===== src/rtl/bitty_pkg.sv =====
// bitty_pkg
// Shared definitions for the bitty control unit:
//   - state_e  : sequencer states (IDLE, FETCH, LOAD, CALC, STORE)
//   - FMT_*    : two-bit instruction format codes
//   - *_LSB/*_BIT : fixed bit offsets of the low instruction fields
// The register-index fields (rx, ry) sit at the top of the instruction and
// depend on the parameters, so they are sliced in the top module.
package bitty_pkg;

    typedef enum logic [2:0] {
        ST_IDLE  = 3'd0,
        ST_FETCH = 3'd1,
        ST_LOAD  = 3'd2,
        ST_CALC  = 3'd3,
        ST_STORE = 3'd4
    } state_e;

    localparam logic [1:0] FMT_RR  = 2'b00;
    localparam logic [1:0] FMT_RI  = 2'b01;
    localparam logic [1:0] FMT_CMP = 2'b10;
    localparam logic [1:0] FMT_ILL = 2'b11;

    localparam int FMT_LSB  = 0;
    localparam int FMT_W    = 2;
    localparam int MODE_BIT = 2;
    localparam int ALU_LSB  = 3;

    // Only reg-reg and reg-immediate instructions write a register back.
    function automatic logic fmt_writes_back(input logic [1:0] fmt);
        return (fmt == FMT_RR) || (fmt == FMT_RI);
    endfunction

endpackage


===== src/rtl/bitty_onehot_dec.sv =====
// bitty_onehot_dec
// Converts a register index into a one-hot write-enable vector.
// Ports:
//   en      in   1          when low the output is all zeros
//   idx     in   IDX_W      register index
//   onehot  out  NUM_OUT    bit idx set when en is high, otherwise zero
module bitty_onehot_dec #(
    parameter int NUM_OUT = 8,
    parameter int IDX_W   = $clog2(NUM_OUT)
) (
    input  logic               en,
    input  logic [IDX_W-1:0]   idx,
    output logic [NUM_OUT-1:0] onehot
);

    always_comb begin
        onehot = '0;
        for (int i = 0; i < NUM_OUT; i++) begin
            onehot[i] = en && (idx == IDX_W'(i));
        end
    end

endmodule


===== src/rtl/bitty_control_unit_p.sv =====
// bitty_control_unit_p
// Parametrised fetch/load/calc/store sequencer for the bitty datapath.
// Ports:
//   clk          in   1          rising-edge clock
//   reset        in   1          synchronous, active-low
//   run          in   1          start (or chain) an instruction
//   d_in         in   INSTR_W    instruction register contents
//   done         out  1          pulse in the STORE cycle
//   busy         out  1          high outside IDLE
//   illegal      out  1          with done for format 2'b11
//   mode         out  1          ALU mode (CALC only)
//   en_s, en_c   out  1          S / C register loads
//   en_i         out  1          instruction register load (FETCH)
//   en_reg       out  NUM_REGS   one-hot register write enable (STORE)
//   alu_sel      out  ALU_SEL_W  ALU operation (CALC only)
//   mux_sel      out  MUX_SEL_W  operand select, NUM_REGS = immediate
//   instr_count  out  CNT_W      retired-instruction counter
module bitty_control_unit_p
    import bitty_pkg::*;
#(
    parameter int NUM_REGS  = 8,
    parameter int REG_IDX_W = $clog2(NUM_REGS),
    parameter int INSTR_W   = 16,
    parameter int ALU_SEL_W = 4,
    parameter int MUX_SEL_W = 4,
    parameter int CNT_W     = 16
) (
    input  logic                 clk,
    input  logic                 reset,
    input  logic                 run,
    input  logic [INSTR_W-1:0]   d_in,
    output logic                 done,
    output logic                 busy,
    output logic                 illegal,
    output logic                 mode,
    output logic                 en_s,
    output logic                 en_c,
    output logic                 en_i,
    output logic [NUM_REGS-1:0]  en_reg,
    output logic [ALU_SEL_W-1:0] alu_sel,
    output logic [MUX_SEL_W-1:0] mux_sel,
    output logic [CNT_W-1:0]     instr_count
);

    state_e state_q, state_d;
    logic [CNT_W-1:0] instr_count_q, instr_count_d;

    logic [FMT_W-1:0]     fmt;
    logic [REG_IDX_W-1:0] rx;
    logic [REG_IDX_W-1:0] ry;
    logic [ALU_SEL_W-1:0] alu;
    logic                 store_wr;
    logic                 unused_d_in;

    assign fmt = d_in[FMT_LSB +: FMT_W];
    assign rx  = d_in[INSTR_W-1 -: REG_IDX_W];
    assign ry  = d_in[INSTR_W-1-REG_IDX_W -: REG_IDX_W];
    assign alu = d_in[ALU_LSB +: ALU_SEL_W];

    // Bits between the ALU field and ry are reserved in this encoding.
    assign unused_d_in = ^d_in;

    always_ff @(posedge clk) begin
        if (!reset) begin
            state_q <= ST_IDLE;
        end else begin
            state_q <= state_d;
        end
    end

    always_ff @(posedge clk) begin
        if (!reset) begin
            instr_count_q <= '0;
        end else begin
            instr_count_q <= instr_count_d;
        end
    end

    // run is only looked at in IDLE and STORE; once started, an
    // instruction always runs to completion.
    always_comb begin
        state_d = state_q;
        case (state_q)
            ST_IDLE:  state_d = run ? ST_FETCH : ST_IDLE;
            ST_FETCH: state_d = ST_LOAD;
            ST_LOAD:  state_d = (fmt == FMT_ILL) ? ST_STORE : ST_CALC;
            ST_CALC:  state_d = ST_STORE;
            ST_STORE: state_d = run ? ST_FETCH : ST_IDLE;
            default:  state_d = ST_IDLE;
        endcase
    end

    // Retirement happens at the end of STORE, illegal instructions included.
    always_comb begin
        instr_count_d = instr_count_q;
        if (state_q == ST_STORE) begin
            instr_count_d = instr_count_q + CNT_W'(1);
        end
    end

    // While reset is low every control output is held at zero so nothing
    // in the datapath is written, whatever state the flops hold.
    always_comb begin
        done     = 1'b0;
        busy     = 1'b0;
        illegal  = 1'b0;
        mode     = 1'b0;
        en_s     = 1'b0;
        en_c     = 1'b0;
        en_i     = 1'b0;
        alu_sel  = '0;
        mux_sel  = '0;
        store_wr = 1'b0;
        if (reset) begin
            busy = (state_q != ST_IDLE);
            case (state_q)
                ST_FETCH: begin
                    en_i = 1'b1;
                end
                ST_LOAD: begin
                    if (fmt != FMT_ILL) begin
                        en_s    = 1'b1;
                        mux_sel = MUX_SEL_W'(rx);
                    end
                end
                ST_CALC: begin
                    en_c    = 1'b1;
                    alu_sel = alu;
                    mode    = d_in[MODE_BIT];
                    mux_sel = (fmt == FMT_RI) ? MUX_SEL_W'(NUM_REGS)
                                              : MUX_SEL_W'(ry);
                end
                ST_STORE: begin
                    done     = 1'b1;
                    illegal  = (fmt == FMT_ILL);
                    store_wr = fmt_writes_back(fmt);
                end
                default: ;
            endcase
        end
    end

    bitty_onehot_dec #(
        .NUM_OUT (NUM_REGS),
        .IDX_W   (REG_IDX_W)
    ) u_wr_dec (
        .en     (store_wr),
        .idx    (rx),
        .onehot (en_reg)
    );

    assign instr_count = instr_count_q;

endmodule


===== config.mk =====
export PLATFORM = sky130hd
export DESIGN_NAME = bitty_control_unit_p
export DESIGN_NICKNAME = d
export VERILOG_FILES = /design/src/rtl/bitty_pkg.sv /design/src/rtl/bitty_onehot_dec.sv /design/src/rtl/bitty_control_unit_p.sv
export SDC_FILE = /design/constraint.sdc
export NUM_CORES = 1
export LEC_CHECK = 0
export BUFFER_PORTS_ARGS = -buffer_cell sky130_fd_sc_hd__buf_2
export CAP_MARGIN = 20
export CORE_UTILIZATION = 39
export CTS_CLUSTER_DIAMETER = 30
export DETAILED_ROUTE_END_ITERATION = 12
export GPL_TIMING_DRIVEN = 0
export PLACE_DENSITY = 0.72
export SETUP_SLACK_MARGIN = 0.5
export SLEW_MARGIN = 20
export SYNTH_ARGS = -nofsm -noshare
export SYNTH_HDL_FRONTEND = slang
export SYNTH_HIERARCHICAL = 1
export SYNTH_SLANG_ARGS = --single-unit

===== constraint.sdc =====
create_clock -name clk -period 1.55 [get_ports clk]
set_input_delay 0.155 -clock clk [delete_from_list [all_inputs] [get_ports clk]]
set_output_delay 0.155 -clock clk [all_outputs]
set_load 0.05 [all_outputs]

==> results.md, run 1 <==
Floorplan:
- The I/O pin total is between 50 and 60.
- The total core area is 2540 um2.
- The height of the die is 54.5 um.
- The area of the die is just under 3000 um2.
- The die extent in x is 54.5 um.
- The floorplan row count is 18.
- The initial core utilization is 42.2%.

Yosys:
- The share of flip-flops with an asynchronous set or reset is 0%.
- The top-area cell type share of the netlist area is 35.4%.
- The mux share of post-synthesis cell area is 0.932%.
- The fraction of the mapped netlist area in simple logic gates is approximately 43%.
- Summing the areas of all fa, ha and maj instances in the mapped netlist gives 1.17% of the synthesized area.
- The number of synthesized flops with an enable pin is 0.
- The number of nets in the synthesized netlist is approximately 150.
- The number of standard cells after synthesis is between 100 and 150.
- The xor and xnor area share after synthesis is 6.53%.
- Summed over all instances, the cell type with the most area after synthesis is sky130_fd_sc_hd__dfxtp_1.
- The part of the Yosys area used for sequential elements is 35.4%.
- Sorting the synthesized cells by how often they occur yields sky130_fd_sc_hd__dfxtp_1 (19), sky130_fd_sc_hd__nor2_1 (17), sky130_fd_sc_hd__nand2_1 (9).
- The main combinational cell family by area after synthesis is simple AND/OR/NAND/NOR gates.
- Counting flops and latches in the post-synthesis netlist gives 19.
- The post-synthesis instance area is 1070 um2.
- sky130_fd_sc_hd__dfxtp_1 is the most common cell in the netlist.
- Yosys attributes the largest share of cell area to sky130_fd_sc_hd__dfxtp_1 (35%), sky130_fd_sc_hd__nor2_1 (5.9%), sky130_fd_sc_hd__xor2_1 (5.7%), sky130_fd_sc_hd__nand3_1 (3.7%), sky130_fd_sc_hd__and2_1 (3.5%).
- The commonest register cell after synthesis is sky130_fd_sc_hd__dfxtp_1.
- The synthesized netlist devotes 9.56% of its cell area to compound gates.
- In this run, distinct cell masters in the synthesized netlist total 37.
- For this run, the number of Yosys warnings is 6.
- The synthesized area per cell is 8.45 um2.

Worst setup path:
- The kind of cell with the highest combined delay on the critical path is simple AND/OR/NAND/NOR gates.
- Together, buffers and inverters on the worst path number 2.
- The setup path with the least slack is of type reg2out.
- In this run the critical register-to-register path is captured at instr_count[13].
- The slack of the worst reg-to-reg path is -0.16 ns.
- Walking the worst path, the cells encountered are buf_6 > and2b_2 > and3_4 > a22oi_2 > nor2_4 > buf_8.
- The cell depth of the worst flop-to-flop path is 6.
- The element type at the critical path start is a register.
- On the critical path, the stage with the largest delay is an instance of sky130_fd_sc_hd__dfxtp_2.
- The signal arrival time at the worst endpoint is 1.60 ns.
- In this run the critical register-to-register path is launched from state_q[1].
- The critical path's largest stage delay is around 0.34 ns.
- The capturing element type of the critical path is an output pin.
- STA puts the critical path data required time at between 1 and 1.5 ns.
- In this run the worst path has a maximum fanout of 7.

Place:
- The worst slack at placement is -0.0515 ns.
- The congestion estimate from routability-driven global placement came to 0.750.
- After detailed placement, the total cell area comes to 1600 um2.
- The total of buffers placed on input and output ports is 53.
- The wire-length estimate of the detail-placed layout is 2.04 mm.

Pwr:
- Power spread over the standard cell area amounts to 449 nW/um2.
- The static power due to leakage is 0.922 nW.
- Across the VDD grid, the largest voltage drop is 0.000371 V.

STA:
- The top achievable clock speed is approximately 570 MHz.
- Setup repair after global routing could not meet its margin everywhere.
- The aggregate negative setup slack is -2.66 ns.
- The routed design could run at a clock period as short as 1.76 ns.
- The measured slew at the worst slew-check pin is 0.372 ns.
- The number of setup violations in the final report is 28.
- The final-report max-slew violation count is 0.
- Across all hold checks on the routed design, the worst slack comes to roughly 0.15 ns.
- Once routing completed, OpenROAD measured the worst setup slack at -0.206 ns.
- The worst pin sits at a relative slew slack of 75.2%.
- The share of the cycle needed by the critical path after routing is 113%.
- The final hold violation count came to 0.
- Clock skew on the completed layout was measured at 0.00655 ns.

Clocking:
- CTS built an H-tree with a depth of 1.
- The clock passes through at most 2 buffers.
- The CTS buffer count is 3.
- After clock tree synthesis, the flow added hold-fix buffers numbering 0.
- The clock slew at the register clock pins of the worst setup and hold paths is 0.11 ns.
- The CTS sink count is 19.
- The cell chosen for the clock root is sky130_fd_sc_hd__clkbuf_4.
- The clock insertion delay at the later pin of the skew report is 0.30 ns.
- TritonCTS built the clock tree.

Final layout:
- In the final design database the tool counted 229 nets.
- Fill cells in the final layout number 112.
- The layout overhead on the synthesized area is 113%.
- The repair_antennas step left the layout with diodes totalling 0.
- Registers take between 400 and 500 um2.
- The post-route netlist has 76.0% of its cells at a drive strength greater than 1.
- Measured on the finished design, the core utilization comes to 89.9%.
- After routing the design area is 2290 um2.
- The area of the multi-input gates is a little under 1000 um2.

Status:
- The final reports fail on setup timing.
- The flow ran to the end, but the final reports show violations.

Worst hold path:
- The startpoint identified for the worst hold timing path is run.
- For hold timing, the worst endpoint is state_q[0].
- The type of the worst min-delay path is in2reg.
- The worst hold path passes through 3 cells.

Global route:
- The initial antenna violation count was 0.
- The via count of the first global-routing pass is 1197.
- Entering global routing, the biggest net connects 11 pins.
- For this run, the total global-route usage over all layers was measured as 25.3%.
- The final global-route overflow total is 0.
- The first global-routing pass estimated 5.35 mm of wire.

Route:
- The via count of the routed design is 1357.
- The sum of routed wire length over all layers is 4.27 mm.
- The number of iterations in the first detailed-routing pass is 4.
- The first-iteration detailed-routing DRC count is between 40 and 50.
- The number of routed nets with antenna violations is 0.
- After detailed routing, the average wire length per cell comes to about 18 um.
- After detailed routing, the number of remaining DRC violations is 0.
- In the routed layout, each cell is associated on average with a via count of 5.70.

Flow run:
- The tool flagged a number of max-cap violations equal to 0.
## per-stage QoR
stage / std cells / power [mW]
floorplan: 127 / 0.623
global placement: 210 / 0.672
detailed placement: 210 / 0.677
CTS: 232 / 0.988
global route: 238 / 1.06
finish: 238 / 1.03
## tightest hold or removal path: stages
cell	delay, ns
sky130_fd_sc_hd__buf_2	0.08
sky130_fd_sc_hd__a21oi_1	0.06
sky130_fd_sc_hd__nor2_1	0.12
## worst max-delay path by stage
stage | from | endpoint | slack [ns] | depth (start not counted)
floorplan | instr_count[2] | instr_count[13] | 0.02 | 5
CTS | state_q[2] | mux_sel[0] | -0.16 | 6
detailed placement | state_q[2] | instr_count[13] | -0.05 | 6
finish | state_q[2] | mux_sel[0] | -0.21 | 6
global route | state_q[2] | mux_sel[0] | -0.26 | 6
global placement | state_q[2] | instr_count[13] | -0.03 | 6
## power breakdown
part           leakage [nW]  total [mW]  internal [mW]  switching, mW
sequential            0.166       0.490          0.478         0.0120
combinational         0.741       0.278          0.120          0.158
clock                0.0150       0.260          0.100          0.159
## sequential cells by signal, summed over array words and instances, names as in the netlist
name and cells:
instr_count 16, state_q 3
## cells by family (layout without fill, tap and decap cells)
logic type,after synthesis,count (layout)
AO/OA/AOI/OAI,17,17
XOR/XNOR,8,8
adder cells (fa/ha/maj),1,1
buffers and inverters,6,87
flip-flops,19,19
multiplexers,1,1
AND/OR/NAND/NOR,75,75
## what timing repair did
action / 4_1_cts / 5_1_grt
setup buffers: 18 / 6
pin swaps: 26 / 20
resized for setup: 105 / 31
endpoints found under the hold margin: 0 / 0
endpoints found under the setup margin: 54 / 52
## layer usage
metal  wire [um]  share of wire [%]  GRT usage [%]
met1        1620                 38           28.3
met2        2380                 56           45.3
met3         204                4.8           4.44
met4          67                1.6           12.4
met5           0                  0              0
## cell type report
| class | instances | share of cell area (%) |
|---|---|---|
| multi-input cells | 102 | 42.2 |
| clock buffers | 4 | 1.15 |
| flip-flops and latches | 19 | 18.9 |
| well taps | 30 | 1.64 |
| inverters | 2 | 0.328 |
| repair buffers | 77 | 34.2 |
| plain buffers | 4 | 1.53 |
## layout by cell type, fill, tap and decap left out, types with 3 or more instances in the layout
cell                       netlist  routed
sky130_fd_sc_hd__dfxtp_4         0      12
sky130_fd_sc_hd__a21oi_2         0       4
sky130_fd_sc_hd__and2_4          0       5
sky130_fd_sc_hd__buf_2           0      14
sky130_fd_sc_hd__xor2_1          7       7
sky130_fd_sc_hd__and3_1          5       3
sky130_fd_sc_hd__o21ai_0         3       3
sky130_fd_sc_hd__nand3_2         1       6
sky130_fd_sc_hd__buf_4           1      18
sky130_fd_sc_hd__dfxtp_2         0       6
sky130_fd_sc_hd__and4b_4         0       3
sky130_fd_sc_hd__nand2_1         9       7
sky130_fd_sc_hd__clkbuf_4        0       4
sky130_fd_sc_hd__nand4_1         3       3
sky130_fd_sc_hd__buf_8           0      19
sky130_fd_sc_hd__nor2_4          0       9
sky130_fd_sc_hd__and4bb_4        0       3
sky130_fd_sc_hd__nor3_4          0       3
sky130_fd_sc_hd__a22oi_2         0       3
sky130_fd_sc_hd__nor2_1         17       8
sky130_fd_sc_hd__a21oi_1         7       3
sky130_fd_sc_hd__buf_6           1      28
(Power assumes the default switching activity.)
==> inputs of run 2 (changes only) <==
--- a/config.mk
+++ b/config.mk
@@ -7,6 +7,7 @@
 export LEC_CHECK = 0
 export BUFFER_PORTS_ARGS = -buffer_cell sky130_fd_sc_hd__buf_2
 export CAP_MARGIN = 20
+export CORE_MARGIN = 10
 export CORE_UTILIZATION = 39
 export CTS_CLUSTER_DIAMETER = 30
 export DETAILED_ROUTE_END_ITERATION = 12
==> constraint.sdc (replaced) <==
create_clock -name clk -period 1.55 [get_ports clk]
set_input_delay 0.0775 -clock clk [delete_from_list [all_inputs] [get_ports clk]]
set_output_delay 0.0775 -clock clk [all_outputs]
set_load 0.05 [all_outputs]
==> run 2 against run 1 <==
The flow finishes with violations (hold timing, setup timing). Critical path depth unchanged. Utilization down 0.44 points. Flip-flop and latch count unchanged. Wire length up 20%. Via count up 2.9%. Highest routed layer unchanged.
==> results.md, run 2 (synthesis gave the netlist of run 1 again) <==
Status:
- The run finished, with violations left.
- The checks that failed: hold timing, setup timing.

Pwr:
- The combinational share of power is 25.6%.
- The final total power is 1.04 mW.
- The clock network is responsible for 26.5% of the overall power.
- The ratio of total power to cell area is 455 nW/um2.
- The static power due to leakage is 0.929 nW.
- The cell internal power dissipation is 0.693 mW.
- The analysis attributes to net switching a power of 0.343 mW.
- Of the total power, the share spent switching nets is between 30% and 40%.
- The highest ir drop seen on vdd is 0.000625 V.
- The sequential share of power is between 40 and 50%.

STA:
- The final-report max-slew violation count is 0.
- The number of setup violations in the final report is 30.
- For this run, the top clock speed supported by timing is 572 MHz.
- The clock period minus worst slack is 1.75 ns.
- At the pin with the least slew margin, the transition time is 0.296 ns.
- The worst hold margin is -0.00792 ns.
- Setup repair after global routing could not meet its margin everywhere.
- The final hold violation count is 1.
- The relative max-transition margin is 80.3%.
- The least setup slack across all paths after layout is -0.200 ns.
- Clock skew on the completed layout was measured at between 0.006 and 0.007 ns.
- The share of the cycle needed by the critical path after routing is 113%.

Floorplan:
- The floorplan row count is 18.
- The die is about 72 um wide.
- The total area inside the core boundary comes to between 2000 and 3000 um2.
- The area of the die is 5250 um2.
- From bottom edge to top edge, the die measures 72.5 um.
- The I/O pin total is 58.
- The initial utilization of the core area, before any placement, comes to 42.2%.

Final layout:
- Counting the fill cells in the layout gives between 100 and 150.
- The final standard cell count with taps included and fillers excluded is around 240.
- The fraction of final layout cells with drive strength greater than 1 is about three quarters.
- 0 antenna diodes ended up in the layout.
- The number of nets in the layout is around 230.
- The register with the most flip-flops in the layout has 16 of them.
- The library cells used most frequently in the layout, excluding fill and tap cells, are sky130_fd_sc_hd__buf_4 (24), sky130_fd_sc_hd__buf_2 (23), sky130_fd_sc_hd__buf_8 (19).
- The most common cell after layout, fill and taps aside is sky130_fd_sc_hd__buf_4.
- From synthesis to final layout, the design area changed by 112%.
- Summing all non-filler instances in the final layout gives an area of 2280 um2.

Place:
- Timing analysis after detailed placement gives a worst setup slack of -0.108 ns.
- The count of placed standard cells including taps is 210.
- The HPWL after detailed placement is roughly 2.6 mm.
- The total of buffers placed on input and output ports is 53.
- The cell area reported after detailed placement is 1600 um2.
- The congestion estimate from routability-driven global placement came to 0.774.

Global route:
- The via count of the first global-routing pass is roughly 1.4k.
- For met3 alone, demand over resource in global routing was around 7%.
- For this run, global-route usage on met2 was measured as 28.6%.
- Global routing consumed, over all layers together, 16.6% of the routing resources.
- The initial antenna violation count was 0.
- The global-route track usage on met1 is between 10% and 20%.
- The final global-route overflow total is 0.
- The most utilized layer in the global route result is met2.
- The first global-routing pass estimated slightly above 7 mm of wire.
- Entering global routing, the biggest net connects 11 pins.

Clocking:
- The tree built by TritonCTS fans out to 19 sinks.
- The number of buffers on the longest clock path is 2.
- TritonCTS built the clock tree.
- The tree is rooted in a sky130_fd_sc_hd__clkbuf_4.
- The CTS buffer count is 3.
- After clock tree synthesis, the clock-pin slew on the worst setup and hold paths is approximately 0.11 ns.
- The clock insertion delay at the later pin of the skew report is between 0.3 and 0.4 ns.
- The quantity of hold-fixing buffers added after cts is 0.
- The H-tree depth is 1.

Worst setup path:
- The cell depth of the worst flop-to-flop path is 7.
- Counting both buffers and inverters, the worst setup path holds a total of 2.
- The capturing element type of the critical path is an output pin.
- The type of the setup path with the least slack is reg2out.
- For the worst setup path, the data required time is 1.47 ns.
- STA puts the critical path data arrival time at 1.67 ns.
- The destination of the worst register-to-register timing path is instr_count[13].
- The slowest stage of the critical path is the sky130_fd_sc_hd__dfxtp_2 cell.
- The slack of the worst reg-to-reg path is -0.19 ns.
- In this run the critical register-to-register path is launched from state_q[2].
- For this run, the slowest stage of the critical path takes approximately 0.34 ns.
- The worst setup path is launched from a register.
- Walking the worst path, the cells encountered are buf_6 > and2b_2 > and3_4 > a22oi_2 > nor2_4 > buf_8.
- Along the worst path, the maximum fanout reaches 6.
- Among cell families on the critical path, the largest total delay comes from simple AND/OR/NAND/NOR gates.

Route:
- The via count normalized by instance count is 5.74.
- The number of iterations in the first detailed-routing pass is 4.
- The sum of routed wire length over all layers is just over 5 mm.
- The number of remaining DRC errors is 0.
- The detailed router finished its first iteration with 100 violations.
- The number of routed nets with antenna violations is 0.
- The via count of the routed design is 1396.
- The routed wire length per instance is ~21 um.

Worst hold path:
- The cell depth of the worst hold path is 3.
- The startpoint identified for the worst hold timing path is run.
- The worst-case hold path end point is state_q[0].
- In this run the worst hold path is classified as in2reg.

Flow run:
- Max-cap violations in this run came to 0.
==> run 2: changes by cell type in the layout (fill, tap and decap cells not counted), moves of 3 or more <==
cell	previous run	this run
sky130_fd_sc_hd__buf_4	18	24
sky130_fd_sc_hd__nand3_2	6	3
sky130_fd_sc_hd__buf_2	14	23
sky130_fd_sc_hd__buf_6	28	16
==> run 2: layout make-up <==
type | count | area [um2] | share of cell area, %
Sequential cell | 19 | 430 | 18.9
Multi-Input combinational cell | 102 | 968 | 42.5
Buffer | 4 | 32.5 | 1.43
Inverter | 2 | 11.3 | 0.495
Timing Repair Buffer | 82 | 771 | 33.8
Tap cell | 30 | 37.5 | 1.65
Clock buffer | 4 | 26.3 | 1.15
==> run 2: per-stage QoR <==
| step | setup TNS (ns) | util [%] |
|---|---|---|
| 6_report | -3.35 | 89.5 |
| 5_1_grt | -4.85 | 89.5 |
| 4_1_cts | -0.830 | 80.5 |
| 3_5_place_dp | -0.176 | 62.8 |
| 3_3_place_gp | -0.0728 | 62.8 |
| 2_1_floorplan | 0 | - |
==> run 2: how the worst max path moves through the flow <==
stage | start | to | cells past startpoint
floorplan | instr_count[2] | instr_count[13] | 5
global placement | state_q[2] | instr_count[13] | 6
detailed placement | state_q[2] | instr_count[15] | 6
CTS | state_q[2] | mux_sel[2] | 6
global route | state_q[2] | instr_count[13] | 7
finish | state_q[2] | mux_sel[0] | 6
==> run 2: power by group through the flow <==
stage	Combinational (mW)	Clock, mW	Sequential, mW
finish	0.265	0.274	0.496
floorplan	0.112	0	0.505
detailed placement	0.165	0	0.506
CTS	0.222	0.250	0.492
global placement	0.163	0	0.505
global route	0.277	0.294	0.497
==> run 2: timing repair <==
item / 4_1_cts / 5_1_grt
setup endpoints to repair: 41 / 50
buffers inserted: 13 / 16
pin swaps: 22 / 24
gates resized for setup: 89 / 34
==> run 2: per-layer routing <==
metal  wire, um  part of all wire, %
met1       1770                   35
met2       2660                   52
met3        529                   10
met4        168                  3.3
met5          0                    0
==> run 2: worst min-delay path: cells and delay by family <==
family / cells / cell delay, ns
AO/OA/AOI/OAI: 1 / 0.05
buffers and inverters: 1 / 0.09
AND/OR/NAND/NOR: 1 / 0.07
